**src/rtl/data_sram_arb.sv**
```systemverilog
// Two-requester arbiter sharing one single-port synchronous SRAM between instruction fetch and
// load/store. Data has priority; a saturating counter bounds how long a waiting fetch is starved.
`timescale 1ns/1ps
module data_sram_arb #(
  parameter int unsigned STARVE_LIMIT = 4
) (
  input  logic        clk,
  input  logic        rst,
  input  logic        inst_req,
  input  logic [31:0] inst_addr,
  output logic        inst_addr_ok,
  output logic        inst_data_ok,
  output logic [31:0] inst_rdata,
  input  logic        data_req,
  input  logic        data_wr,
  input  logic [3:0]  data_wstrb,
  input  logic [31:0] data_addr,
  input  logic [31:0] data_wdata,
  output logic        data_addr_ok,
  output logic        data_data_ok,
  output logic [31:0] data_rdata,
  output logic        sram_en,
  output logic [3:0]  sram_wen,
  output logic [31:0] sram_addr,
  output logic [31:0] sram_wdata,
  input  logic [31:0] sram_rdata,
  output logic        stallreq
);

  localparam int unsigned CntW = $clog2(STARVE_LIMIT + 1);
  localparam logic [CntW-1:0] CntMax = CntW'(STARVE_LIMIT);

  localparam logic [1:0] OWN_NONE = 2'd0;
  localparam logic [1:0] OWN_INST = 2'd1;
  localparam logic [1:0] OWN_DATA = 2'd2;

  logic [CntW-1:0] starve_cnt;
  logic [1:0]      resp_owner;
  logic            data_wr_q;
  logic            inst_win;
  logic            data_win;

  // Grants are gated by rst so every output reads 0 while reset is held.
  always_comb begin
    inst_win = ~rst & inst_req & (~data_req | (starve_cnt == CntMax));
    data_win = ~rst & data_req & ~inst_win;
  end

  always_comb begin
    inst_addr_ok = inst_win;
    data_addr_ok = data_win;
    sram_en      = inst_win | data_win;
    sram_addr    = inst_win ? inst_addr : (data_win ? data_addr : 32'h0);
    sram_wen     = (data_win & data_wr) ? data_wstrb : 4'b0000;
    sram_wdata   = (data_win & data_wr) ? data_wdata : 32'h0;
  end

  always_ff @(posedge clk or posedge rst) begin
    if (rst) begin
      starve_cnt <= '0;
      resp_owner <= OWN_NONE;
      data_wr_q  <= 1'b0;
    end else begin
      if (!inst_req || inst_win) begin
        starve_cnt <= '0;
      end else if (data_win && (starve_cnt != CntMax)) begin
        starve_cnt <= starve_cnt + 1'b1;
      end
      resp_owner <= inst_win ? OWN_INST : (data_win ? OWN_DATA : OWN_NONE);
      data_wr_q  <= data_win & data_wr;
    end
  end

  // A store completes with data_ok but never forwards SRAM read data.
  always_comb begin
    inst_data_ok = (resp_owner == OWN_INST);
    data_data_ok = (resp_owner == OWN_DATA);
    inst_rdata   = inst_data_ok ? sram_rdata : 32'h0;
    data_rdata   = (data_data_ok & ~data_wr_q) ? sram_rdata : 32'h0;
    stallreq     = ~rst & ((inst_req & ~inst_win) | (data_req & ~data_win) |
                           (data_data_ok & ~data_wr_q));
  end

endmodule

```
**config.mk**
```make
export PLATFORM = sky130hd
export DESIGN_NAME = data_sram_arb
export DESIGN_NICKNAME = d
export VERILOG_FILES = /design/src/rtl/data_sram_arb.sv
export SDC_FILE = /design/constraint.sdc
export NUM_CORES = 1
export LEC_CHECK = 0
export BUFFER_PORTS_ARGS = -buffer_cell sky130_fd_sc_hd__buf_2
export CORE_AREA = 5 5 103 105
export CTS_BUF_LIST = sky130_fd_sc_hd__clkbuf_8 sky130_fd_sc_hd__clkbuf_16
export DETAILED_ROUTE_END_ITERATION = 8
export DIE_AREA = 0 0 108 110
export PLACE_DENSITY = 0.52
export SKIP_CTS_REPAIR_TIMING = 1
export SYNTH_ARGS = -nofsm -noshare
export SYNTH_HDL_FRONTEND = slang
export SYNTH_SLANG_ARGS = --single-unit
```
**constraint.sdc**
```tcl
create_clock -name clk -period 2.41 [get_ports clk]
set_input_delay 0.482 -clock clk [delete_from_list [all_inputs] [get_ports clk]]
set_output_delay 0.482 -clock clk [all_outputs]
set_load 0.02 [all_outputs]
```
==> flow_summary.toml, run 1 <==
[synthesis]
syn_area_per_cell_um2 = 7.61
netlist_instances = 186
ys_seq_elements = 6
syn-num-nets = 325
synth_area_leaders = "and2_1 (29%), a22o_1 (20%), and3_1 (16%)"
synth_top_cell_by_area = "and2_1"
yosysTopAreaCellShare_pct = 28.7
yosysUniqueCellTypes = 23
synth_warnings = 0
netlist_area_mm2 = 0.00142
ys_seq_area_share_pct = 10.6

[finish]
final_common_cell = "buf_2"
area_growth_pct = 107
antenna_cells = 0
final_nets = 589
drive_gt1_share_pct = 64.5
layout_common_cells = "buf_2 (274), and2_1 (65), and3_1 (36), a22o_1 (32), dfrtp_1 (6)"

[setup_path]
reg2reg_slack_ns = 0.89
crit_start = "starve_cnt[0]"
cp-start-kind = "register"
timing.critical_path.to_type = "output pin"
reg2reg_depth = 6
cp.required_ns = 1.93
arrival_ns = 1.84
critPathMaxFanout = 34
worstReg2RegEnd = "data_wr_q"
slowest_delay_ns = 0.38
rr_startpoint = "starve_cnt[0]"
slowest_stage = "dfrtp_1"
crit_chain = "inv_1 > ha_2 > a21boi_4 > nor3b_4 > buf_12 > a22o_1 > buf_2"
endpoint = "sram_addr[6]"
worstSetupPathType = "reg -> out"

[run_status]
outcome = "finished clean"

[place]
portBuffers = 274
dp_hpwl_mm = 7.46
gp_congestion = 0.758
pre_cts_ws_ns = 0.261

[floorplan]
die_area_mm2 = 0.0119
start_util_pct = 14.8
row_count = 36
die_h_um = 110
ios = 275
dieWidth_um = 108
design.core.area_mm2 = 0.00955

[global_routing]
grt_max_degree = 72
antenna_found_initial = 0
grt_first_pass_wirelength_mm = 11.3
grt_pass1_vias = 2233
grtUsageMet3_pct = 4.08
grt_busiest_layer = "met2"
grt_use_met2_pct = 24.1
grt.overflow.total = 0
grt_usage_pct = 12.0
grt_use_met1_pct = 11.9

[timing]
worst_pin_slew_ns = 0.456
max_freq_ghz = 0.431
tns_ns = 0
layout_setup_ws_ns = 0.0894
fin_crit_sh_pct = 96.3
timing.slew.headroom_pct = 69.6
drv_slew = 0
finClkSkew_ns = 0.00142
finalCriticalPeriod_ns = 2.32
finalHoldViolations = 0
setup_viol = 0
rsz0062_at_grt = "no"

[cts]
htree_levels = 1
clk_pin_slew_ns = 0.03
clock_latency_ns = 0.22
cts_buffers = 3
clockBufferDepth = 2
tritoncts = "built"
numClockSinks = 6
cts_root_buffer = "clkbuf_8"

[pwr]
p_per_area_mw_per_mm2 = 243
power_w = 0.000712
leakagePower_nw = 2.00
ir_drop_v = 0.000121

[routing]
post_drt_wl_per_cell_um = 15.1
ant_nets = 0
vias = 2389
drt-initial-drc-count = 123
route.detailed.drc = 0
dr.pass1.iters = 4
via_per_inst = 4.11
finalWirelength_mm = 8.76

[flow_run]
drv_cap = 0

[hold_path]
hold_class = "in -> async"
-- flip-flops by register name, summed over array words and instances, names as in the netlist --
register    flops
starve_cnt      3
data_wr_q       1
resp_owner      2
-- worst min-delay path by stage --
stage,from,endpoint
2_1_floorplan,rst,data_wr_q
3_3_place_gp,rst,starve_cnt[2]
3_5_place_dp,rst,starve_cnt[2]
4_1_cts,rst,starve_cnt[2]
5_1_grt,rst,starve_cnt[2]
6_report,rst,starve_cnt[2]
-- cell families after synthesis --
family,count (synthesis),share of synthesized area (%)
simple gates,116,51.7
compound gates,38,23.4
buf+inv,24,12.5
flops,6,10.6
fa+ha+maj,2,1.77
-- cells in the mapped netlist (all sizes together) --
cell and number:
and3 37, dfrtp 6, clkbuf 9, ha 2, a22o 32, a21oi 1, buf 12, and2 65
inv 3, nand2 2, nand3 3, a21boi 4, nor2b 2, nor2 3, nand4b 1, o21ai 1
nor3b 3
-- metal layers --
layer,part of all wire [%],vias up
met4,0.57,0
met3,13,4
met1,34,1046
li1,-,1175
met2,53,164
met5,0,-
-- per-stage QoR --
step | hold WS, ns | cell area [um2] | utilization, % | instances
detailed placement | 0.532 | 2850 | 29.9 | 577
CTS | 0.301 | 2890 | 30.3 | 580
finish | 0.307 | 2920 | 30.6 | 581
floorplan | 0.414 | 1420 | - | 186
global placement | 0.540 | 2850 | 29.9 | 577
global route | 0.324 | 2920 | 30.6 | 581
-- power breakdown --
group | switching (W) | internal (W) | total [W]
sequential | 0.00000221 | 0.000105 | 0.000107
clock | 0.0000370 | 0.000107 | 0.000144
combinational | 0.000257 | 0.000204 | 0.000461
-- cell type report --
class	instances	area, um2
fillers	1049	6630
repair buffers	280	1460
multi-input cells	156	1100
well taps	133	166
flip-flops and latches	6	150
clock buffers	3	41.3
inverters	3	11.3
-- worst max-delay path, delay by kind of cell (launching register included) --
| family | cells | cell delay (ns) |
|---|---|---|
| AO/OA/AOI/OAI | 2 | 0.29 |
| adder cells (fa/ha/maj) | 1 | 0.23 |
| buffers and inverters | 3 | 0.50 |
| flip-flops | 1 | 0.38 |
| AND/OR/NAND/NOR | 1 | 0.21 |
Note: power is estimated with default switching activity, not from simulation.
==> inputs of run 2 (changes only) <==
Settings changed: SETUP_SLACK_MARGIN set to 0.2.
==> flow_summary.toml, run 2 (same netlist as run 1, synthesis figures left out) <==
[global_routing]
grt_pass1_vias = 2233
grt_usage_pct = 12.0
grt_first_pass_wirelength_mm = 11.3
grt.overflow.total = 0
grt_max_degree = 72
antenna_found_initial = 0

[timing]
fin_crit_sh_pct = 94.7
holdWs_ns = 0.309
tns_ns = 0
finClkSkew_ns = 0.00101
worst_pin_slew_ns = 0.478
max_freq_ghz = 0.438
setup_viol = 0
finalHoldViolations = 0
timing.slew.headroom_pct = 68.2
finalCriticalPeriod_ns = 2.28
rsz0062_at_grt = "yes"
drv_slew = 0

[routing]
finalWirelength_mm = 9.77
route.detailed.drc = 0
ant_nets = 0
dr.pass1.iters = 4
vias = 2484
drt-initial-drc-count = 111
via_per_inst = 4.17
post_drt_wl_per_cell_um = 16.4

[pwr]
ir_drop_v = 0.000123
leakagePower_nw = 2.13
p_per_area_mw_per_mm2 = 234
power_w = 0.000791

[run_status]
outcome = "finished clean"

[place]
dp_cells = 577
gp_congestion = 0.758
portBuffers = 274
dp_hpwl_mm = 7.46

[floorplan]
dieWidth_um = 108
design.core.area_mm2 = 0.00955
ios = 275
start_util_pct = 14.8
die_area_mm2 = 0.0119
die_h_um = 110
row_count = 36

[cts]
cts_root_buffer = "clkbuf_8"
clockBufferDepth = 2
htree_levels = 1
cts_buffers = 3
clock_latency_ns = 0.22
numClockSinks = 6
tritoncts = "built"
clk_pin_slew_ns = 0.03

[finish]
top_register = "starve_cnt"
final_nets = 603
antenna_cells = 0
nFillCells = 995
drive_gt1_share_pct = 67.3
final_common_cell = "buf_2"
reg_top3 = "starve_cnt: 3 flops, resp_owner: 2 flops, data_wr_q: 1 flops"
largest_register_ffs = 3
layout_common_cells = "buf_2 (221), and2_1 (65), buf_4 (40), and3_1 (31), a22o_1 (31)"
instances_no_fill = 595
area_growth_pct = 139

[setup_path]
critPathMaxFanout = 9
worstSetupPathType = "reg -> out"
reg2reg_slack_ns = 0.96
timing.critical_path.to_type = "output pin"
cp-start-kind = "register"
cp.required_ns = 1.93
arrival_ns = 1.80

[flow_run]
drv_cap = 0

[hold_path]
hold_class = "in -> async"
[run 2: cell count changes in the layout (fill, tap and decap cells not counted)]
cell / change
ha_2: -1
buf_8: +1
buf_6: +25
inv_2: +2
buf_4: +37
clkbuf_16: +4
inv_1: -2
and3_1: -5
a22o_4: +1
a22o_1: -1
and3_4: +5
buf_2: -53
ha_4: +1
[run 2: cell type report]
class	count	area (um2)	area share, %
Inverter	3	11.3	0.333
Tap cell	133	166	4.93
Clock buffer	3	41.3	1.22
Timing Repair Buffer	294	1870	55.3
Sequential cell	6	150	4.45
Multi-Input combinational cell	156	1140	33.8
[run 2: path summary, 6_finish.rpt]
| path | endpoint | depth (start not counted) | start |
|---|---|---|---|
| min | starve_cnt[2] | 3 | rst |
| max | sram_addr[22] | 8 | starve_cnt[1] |
| max in group asynchronous | resp_owner[1] | 3 | rst |
| max reg2reg | data_wr_q | 6 | starve_cnt[1] |
| min in group clk | starve_cnt[1] | 2 | starve_cnt[1] |
| min reg2reg | starve_cnt[1] | 2 | starve_cnt[1] |
[run 2: worst max-delay path: stages (launching register included)]
cell and delay, ns:
dfrtp_1 0.39, inv_2 0.08, ha_4 0.15, a21boi_4 0.07, nor3b_4 0.27, buf_6 0.17, clkbuf_16 0.16, a22o_1 0.14
buf_4 0.14
[run 2: metal layers]
layer	routed length (um)	GRT usage [%]
met4	64	2.25
met3	1170	4.08
met1	3210	11.9
met2	5330	24.1
met5	0	0
[run 2: where the power goes]
group / internal (W) / leakage, nW / switching [W]
registers: 0.000105 / 0.0811 / 0.00000217
clock network: 0.000107 / 0.0216 / 0.0000374
logic: 0.000264 / 2.03 / 0.000276
total: 0.000476 / 2.13 / 0.000316
[run 2: per-stage QoR]
step / setup slack (ns) / util [%] / instance area [um2]
after floorplan: 0.431 / - / 1420
after global placement: 0.286 / 29.9 / 2850
after detailed placement: 0.261 / 29.9 / 2850
after CTS: 0.0210 / 30.3 / 2890
after global routing: 0.0506 / 35.4 / 3380
final: 0.128 / 35.4 / 3380
